`src/rtl/ps2_host_tx.sv`:
```
// PS/2 host-to-device command transmitter: request-to-send, 11-edge bit shifting and ACK check.
// Drives open-collector enables only (oe=1 pulls the line low).
module ps2_host_tx #(
  parameter int INHIBIT_CYCLES = 5000,
  parameter int START_TIMEOUT  = 750000,
  parameter int BIT_TIMEOUT    = 100000
) (
  input  logic       CLOCK_50,
  input  logic       resetn,
  input  logic [7:0] cmd_data,
  input  logic       cmd_valid,
  output logic       cmd_ready,
  input  logic       ps2_clk_in,
  input  logic       ps2_dat_in,
  output logic       ps2_clk_oe,
  output logic       ps2_dat_oe,
  output logic       busy,
  output logic       tx_done,
  output logic       tx_error
);

  // state      | meaning
  // IDLE       | lines released, ready for a command
  // INHIBIT    | clock held low by the host
  // RTS        | clock and data low for one cycle (start bit)
  // WAIT_FIRST | clock released, waiting for the device's first falling edge
  // BITS       | shifting data, parity, stop on device falling edges
  // WAIT_IDLE  | ACK seen, waiting for both lines to return high
  // ERR        | timeout or missing ACK, one-cycle error pulse
  typedef enum logic [2:0] {
    S_IDLE, S_INHIBIT, S_RTS, S_WAIT_FIRST, S_BITS, S_WAIT_IDLE, S_ERR
  } state_t;

  localparam logic [19:0] L_INH_LOAD   = 20'(INHIBIT_CYCLES - 1);
  localparam logic [19:0] L_START_LOAD = 20'(START_TIMEOUT);
  localparam logic [19:0] L_BIT_LOAD   = 20'(BIT_TIMEOUT - 1);

  state_t      r_state;
  logic [19:0] r_cnt;
  logic [3:0]  r_n;
  logic [7:0]  r_sh;
  logic        r_par;
  logic        r_clk_meta, r_clk_sync, r_clk_prev;
  logic        r_dat_meta, r_dat_sync;

  state_t      w_state_nxt;
  logic [19:0] w_cnt_nxt;
  logic [3:0]  w_n_nxt;
  logic        w_accept;
  logic        w_fe;
  logic        w_tc;
  logic [2:0]  w_bit_idx;
  logic        w_bit_oe;
  logic        w_clk_oe, w_dat_oe, w_done, w_err, w_ready;

  assign w_fe      = r_clk_prev & ~r_clk_sync;
  assign w_tc      = (r_cnt == 20'd0);
  assign w_accept  = (r_state == S_IDLE) & cmd_valid;
  assign w_bit_idx = 3'(r_n - 4'd1);

  always_ff @(posedge CLOCK_50 or negedge resetn) begin
    if (!resetn) begin
      r_state    <= S_IDLE;
      r_cnt      <= '0;
      r_n        <= '0;
      r_sh       <= '0;
      r_par      <= 1'b0;
      r_clk_meta <= 1'b1;
      r_clk_sync <= 1'b1;
      r_clk_prev <= 1'b1;
      r_dat_meta <= 1'b1;
      r_dat_sync <= 1'b1;
    end else begin
      r_state    <= w_state_nxt;
      r_cnt      <= w_cnt_nxt;
      r_n        <= w_n_nxt;
      r_clk_meta <= ps2_clk_in;
      r_clk_sync <= r_clk_meta;
      r_clk_prev <= r_clk_sync;
      r_dat_meta <= ps2_dat_in;
      r_dat_sync <= r_dat_meta;
      if (w_accept) begin
        r_sh  <= cmd_data;
        r_par <= ~^cmd_data;
      end
    end
  end

  // Edge count n selects the frame bit: 1..8 data LSB first, 9 parity, 10 stop (released).
  always_comb begin
    w_bit_oe = 1'b0;
    if (r_n >= 4'd1 && r_n <= 4'd8) begin
      w_bit_oe = ~r_sh[w_bit_idx];
    end else if (r_n == 4'd9) begin
      w_bit_oe = ~r_par;
    end
  end

  always_comb begin
    w_state_nxt = r_state;
    w_cnt_nxt   = r_cnt;
    w_n_nxt     = r_n;
    w_clk_oe    = 1'b0;
    w_dat_oe    = 1'b0;
    w_done      = 1'b0;
    w_err       = 1'b0;
    w_ready     = 1'b0;
    case (r_state)
      S_IDLE: begin
        w_ready = 1'b1;
        if (cmd_valid) begin
          w_state_nxt = S_INHIBIT;
          w_cnt_nxt   = L_INH_LOAD;
        end
      end
      S_INHIBIT: begin
        w_clk_oe = 1'b1;
        if (w_tc) w_state_nxt = S_RTS;
        else      w_cnt_nxt   = r_cnt - 20'd1;
      end
      S_RTS: begin
        w_clk_oe    = 1'b1;
        w_dat_oe    = 1'b1;
        w_state_nxt = S_WAIT_FIRST;
        w_cnt_nxt   = L_START_LOAD;
      end
      S_WAIT_FIRST: begin
        w_dat_oe = 1'b1;
        // A device edge coinciding with the terminal count still counts.
        if (w_fe) begin
          w_state_nxt = S_BITS;
          w_n_nxt     = 4'd1;
          w_cnt_nxt   = L_BIT_LOAD;
        end else if (w_tc) begin
          w_state_nxt = S_ERR;
        end else begin
          w_cnt_nxt = r_cnt - 20'd1;
        end
      end
      S_BITS: begin
        w_dat_oe = w_bit_oe;
        if (w_fe) begin
          w_cnt_nxt = L_BIT_LOAD;
          if (r_n == 4'd10) w_state_nxt = r_dat_sync ? S_ERR : S_WAIT_IDLE;
          else              w_n_nxt     = r_n + 4'd1;
        end else if (w_tc) begin
          w_state_nxt = S_ERR;
        end else begin
          w_cnt_nxt = r_cnt - 20'd1;
        end
      end
      S_WAIT_IDLE: begin
        if (r_clk_sync && r_dat_sync) begin
          w_done      = 1'b1;
          w_state_nxt = S_IDLE;
        end else if (w_tc) begin
          w_state_nxt = S_ERR;
        end else begin
          w_cnt_nxt = r_cnt - 20'd1;
        end
      end
      S_ERR: begin
        w_err       = 1'b1;
        w_state_nxt = S_IDLE;
      end
      default: w_state_nxt = S_IDLE;
    endcase
  end

  assign cmd_ready  = w_ready;
  assign busy       = ~w_ready;
  assign ps2_clk_oe = w_clk_oe;
  assign ps2_dat_oe = w_dat_oe;
  assign tx_done    = w_done;
  assign tx_error   = w_err;

endmodule
```
`config.mk`:
```
export PLATFORM = sky130hd
export DESIGN_NAME = ps2_host_tx
export DESIGN_NICKNAME = d
export VERILOG_FILES = /design/src/rtl/ps2_host_tx.sv
export SDC_FILE = /design/constraint.sdc
export NUM_CORES = 1
export LEC_CHECK = 0
export CORE_UTILIZATION = 55
export CTS_BUF_LIST = sky130_fd_sc_hd__clkbuf_4 sky130_fd_sc_hd__clkbuf_8
export DETAILED_ROUTE_END_ITERATION = 7
export PLACE_DENSITY_LB_ADDON = 0.15
export SLEW_MARGIN = 15
export SYNTH_ARGS = -nofsm -noshare
export SYNTH_HDL_FRONTEND = slang
export SYNTH_SLANG_ARGS = --single-unit
```
`constraint.sdc`:
```
create_clock -name CLOCK_50 -period 2.5 [get_ports CLOCK_50]
set_input_delay 0.625 -clock CLOCK_50 [delete_from_list [all_inputs] [get_ports CLOCK_50]]
set_output_delay 0.625 -clock CLOCK_50 [all_outputs]
set_load 0.05 [all_outputs]
```
==> metrics.csv <==
metric;value;unit
DRT iter0 DRCs;250;
placed insts;359;
Final setup violation count;1;
fraction of layout instances using a drive strength above 1;22.5;%
Slew Limit Fails;0;
Pwr Density;434;mW/mm^2
global placement routability congestion;0.839;
Die W;70.9;um
Slew Limit Headroom;58.5;%
syn_area_per_cell;9.25;um^2
post-route clock skew;0.00749;ns
total global-route track usage;26.5;%
# diodes;0;
Unique masters post-synth;52;
# IOs;19;
achievable frequency;391;MHz
minimum hold slack;0.289;ns
total grt overflow;0;
Final Cycle Share;102;%
Area contributors post-synth;dfrtp_1 35%, dfstp_2 5.0%, o21ai_0 5.0%;
post-synthesis sequential area ratio;39.6;%
setup TNS;-0.0583;ns
Max Fanout on Critical Path;3;
TritonCTS Buffers;5;
wire length of the first global-routing pass;10400;um
hpwl dp;4350;um
failing checks;negative setup slack;
leading area contributor after synthesis;dfrtp_1;
Synth warnings;0;
sequential share of power;54.2;%
Final nets;339;
status;complete, but fails checks;
Synth Net Count;302;
Clock power frac;34.9;%
synth cell count leaders;36 x dfrtp_1, 26 x o21ai_0, 23 x nor2_1;
Worst IR Drop VDD;305;uV
Placement Rows;24;
post-synth top area share;34.5;%
CP Class;flip-flop to primary output;
CTS tree;done;
# clock sinks;41;
Comb pwr share;10.9;%
via count;2344;
drt drc;0;
switching power;0.333;mW
Synth Register Bits;41;
Gate Count Post-Synth;282;
Post-synth ARST share;100;%
leakage;1.33;nW
Max Cap Viol;0;
H-tree Lvls;2;
Clock Path Buffers;2;
internal power;1.03;mW
CP required;1.88;ns
Post-synth EDFFs;0;
Tmin final;2.56;ns
Filler Cell Count;347;
Area Growth Syn to Fin;20.8;%
FF+latch area;0.00103;mm^2
crit path launch type;flip-flop;
initial antenna violation count;0;
Root Buffer;clkbuf_8;
via density per instance;6.30;
prevailing post-synth register cell;dfrtp_1;
Die ar.;0.00502;mm^2
Non-Filler Instances;372;
largest net degree at the start of global routing;42;
count leader, synth;dfrtp_1;
Detail Route Antenna Nets;0;
setup ws final;-0.0583;ns
multi-input logic area;0.00150;mm^2
Clock Latency Late Sink;0.29;ns
CP arrival;1.93;ns
height of the die;70.9;um
RSZ-0062 raised after global routing;yes;
Cell Area, Synth;0.00261;mm^2
final core utilization;70.9;%
hold_buf cts;0;
Slew @ Worst Pin;0.622;ns
Min-Delay Path Class;primary input to async pin;
area of the core;0.00444;mm^2
Sw Share;24.4;%
starting density of the core;58.7;%
Pre-Repair DR Iteration Count;4;
vias in the first global route;2308;
Fin. Hold Viols;0;
I/O Buffers;18;
wirelength, routed;6140;um
worst setup path startpoint;r_n[0];
RR Startpoint;r_cnt[11];
Reg clk slew, reported paths;0.08;ns
Worst setup EP type;primary output;
wire per inst;16.5;um
## registers in the layout, summed over array words and instances, names as in the netlist
name,cells
r_n,4
r_sh,8
r_dat_meta,1
r_clk_prev,1
r_cnt,20
r_state,3
r_clk_meta,1
r_par,1
r_dat_sync,1
r_clk_sync,1
## power groups by stage
stage / combinational (mW) / sequential, mW / clock (mW)
floorplan: 0.0877 / 0.744 / 0
global placement: 0.145 / 0.752 / 0
detailed placement: 0.149 / 0.753 / 0
CTS: 0.150 / 0.740 / 0.490
global route: 0.167 / 0.747 / 0.508
finish: 0.149 / 0.741 / 0.477
## final cells by class
class / instances / share of cell area, %
Clock buffer: 7 / 3.06
Clock inverter: 1 / 0.159
Inverter: 7 / 0.834
Multi-Input combinational cell: 219 / 47.5
Sequential cell: 41 / 32.8
Tap cell: 52 / 2.07
Timing Repair Buffer: 45 / 13.6
## path summary, 6_finish.rpt
path	endpoint	slack [ns]	cells past startpoint
min reg2reg	r_clk_sync	0.36	0
max in group asynchronous	r_clk_prev	1.94	2
min	r_cnt[7]	0.29	2
max reg2reg	r_cnt[19]	0.08	5
min in group CLOCK_50	r_clk_sync	0.36	0
max	ps2_dat_oe	-0.06	7
## timing repair
| item | CTS | global route |
|---|---|---|
| resized for setup | 4 | 3 |
| setup endpoints to repair | 1 | 1 |
| pin swaps | 2 | 2 |
| buffers inserted | 4 | 1 |
## metal layers
| layer | wire, um | vias to the layer above | GRT usage [%] | part of all wire, % |
|---|---|---|---|---|
| met4 | 104 | 0 | 10.9 | 1.7 |
| met3 | 256 | 12 | 3.56 | 4.2 |
| met1 | 2710 | 1131 | 34.2 | 44 |
| li1 | - | 1137 | - | - |
| met2 | 3060 | 64 | 45.0 | 50 |
| met5 | 0 | - | 0 | 0 |
## cells by family after synthesis
| family | share of synthesized area, % |
|---|---|
| AO/OA/AOI/OAI | 20.7 |
| XOR/XNOR | 3.36 |
| adder cells (fa/ha/maj) | 3.36 |
| buffers and inverters | 4.32 |
| flip-flops | 39.6 |
| multiplexers | 6.81 |
| AND/OR/NAND/NOR | 21.9 |
## worst max-delay path, cell delays in order (launching register included)
cell and delay, ns:
dfrtp_1 0.39, inv_2 0.07, ha_4 0.28, mux4_2 0.32
nand2_2 0.09, o2111ai_2 0.13, o21ai_2 0.20, buf_12 0.16
## cell usage in the layout (no fill, tap or decap), drive strengths merged, types with 3 or more instances in the layout
master         count
a31oi              4
a221o              3
nor2b              4
o21ai             26
nor3b              6
and3               4
o2111ai            3
xnor2             10
o41ai              3
dfstp              5
nor2              23
clkbuf             7
a21oi             16
nand3             13
buf               34
o21a               3
or4                5
clkdlybuf4s50     11
o311ai             3
mux2              10
nor3              12
ha                 7
dfrtp             36
nand2b             5
inv                7
nand2             17
o22ai              3
nor4               5
or3                3
## through the flow
step,instance area (um^2),power [mW],worst slack (ns)
floorplan,2620,0.832,0.0219
global placement,2980,0.896,0.139
detailed placement,2980,0.902,0.0977
CTS,3130,1.38,-0.0297
global route,3150,1.42,-0.139
finish,3150,1.37,-0.0583
No activity file was read; power rests on OpenSTA's default activity.
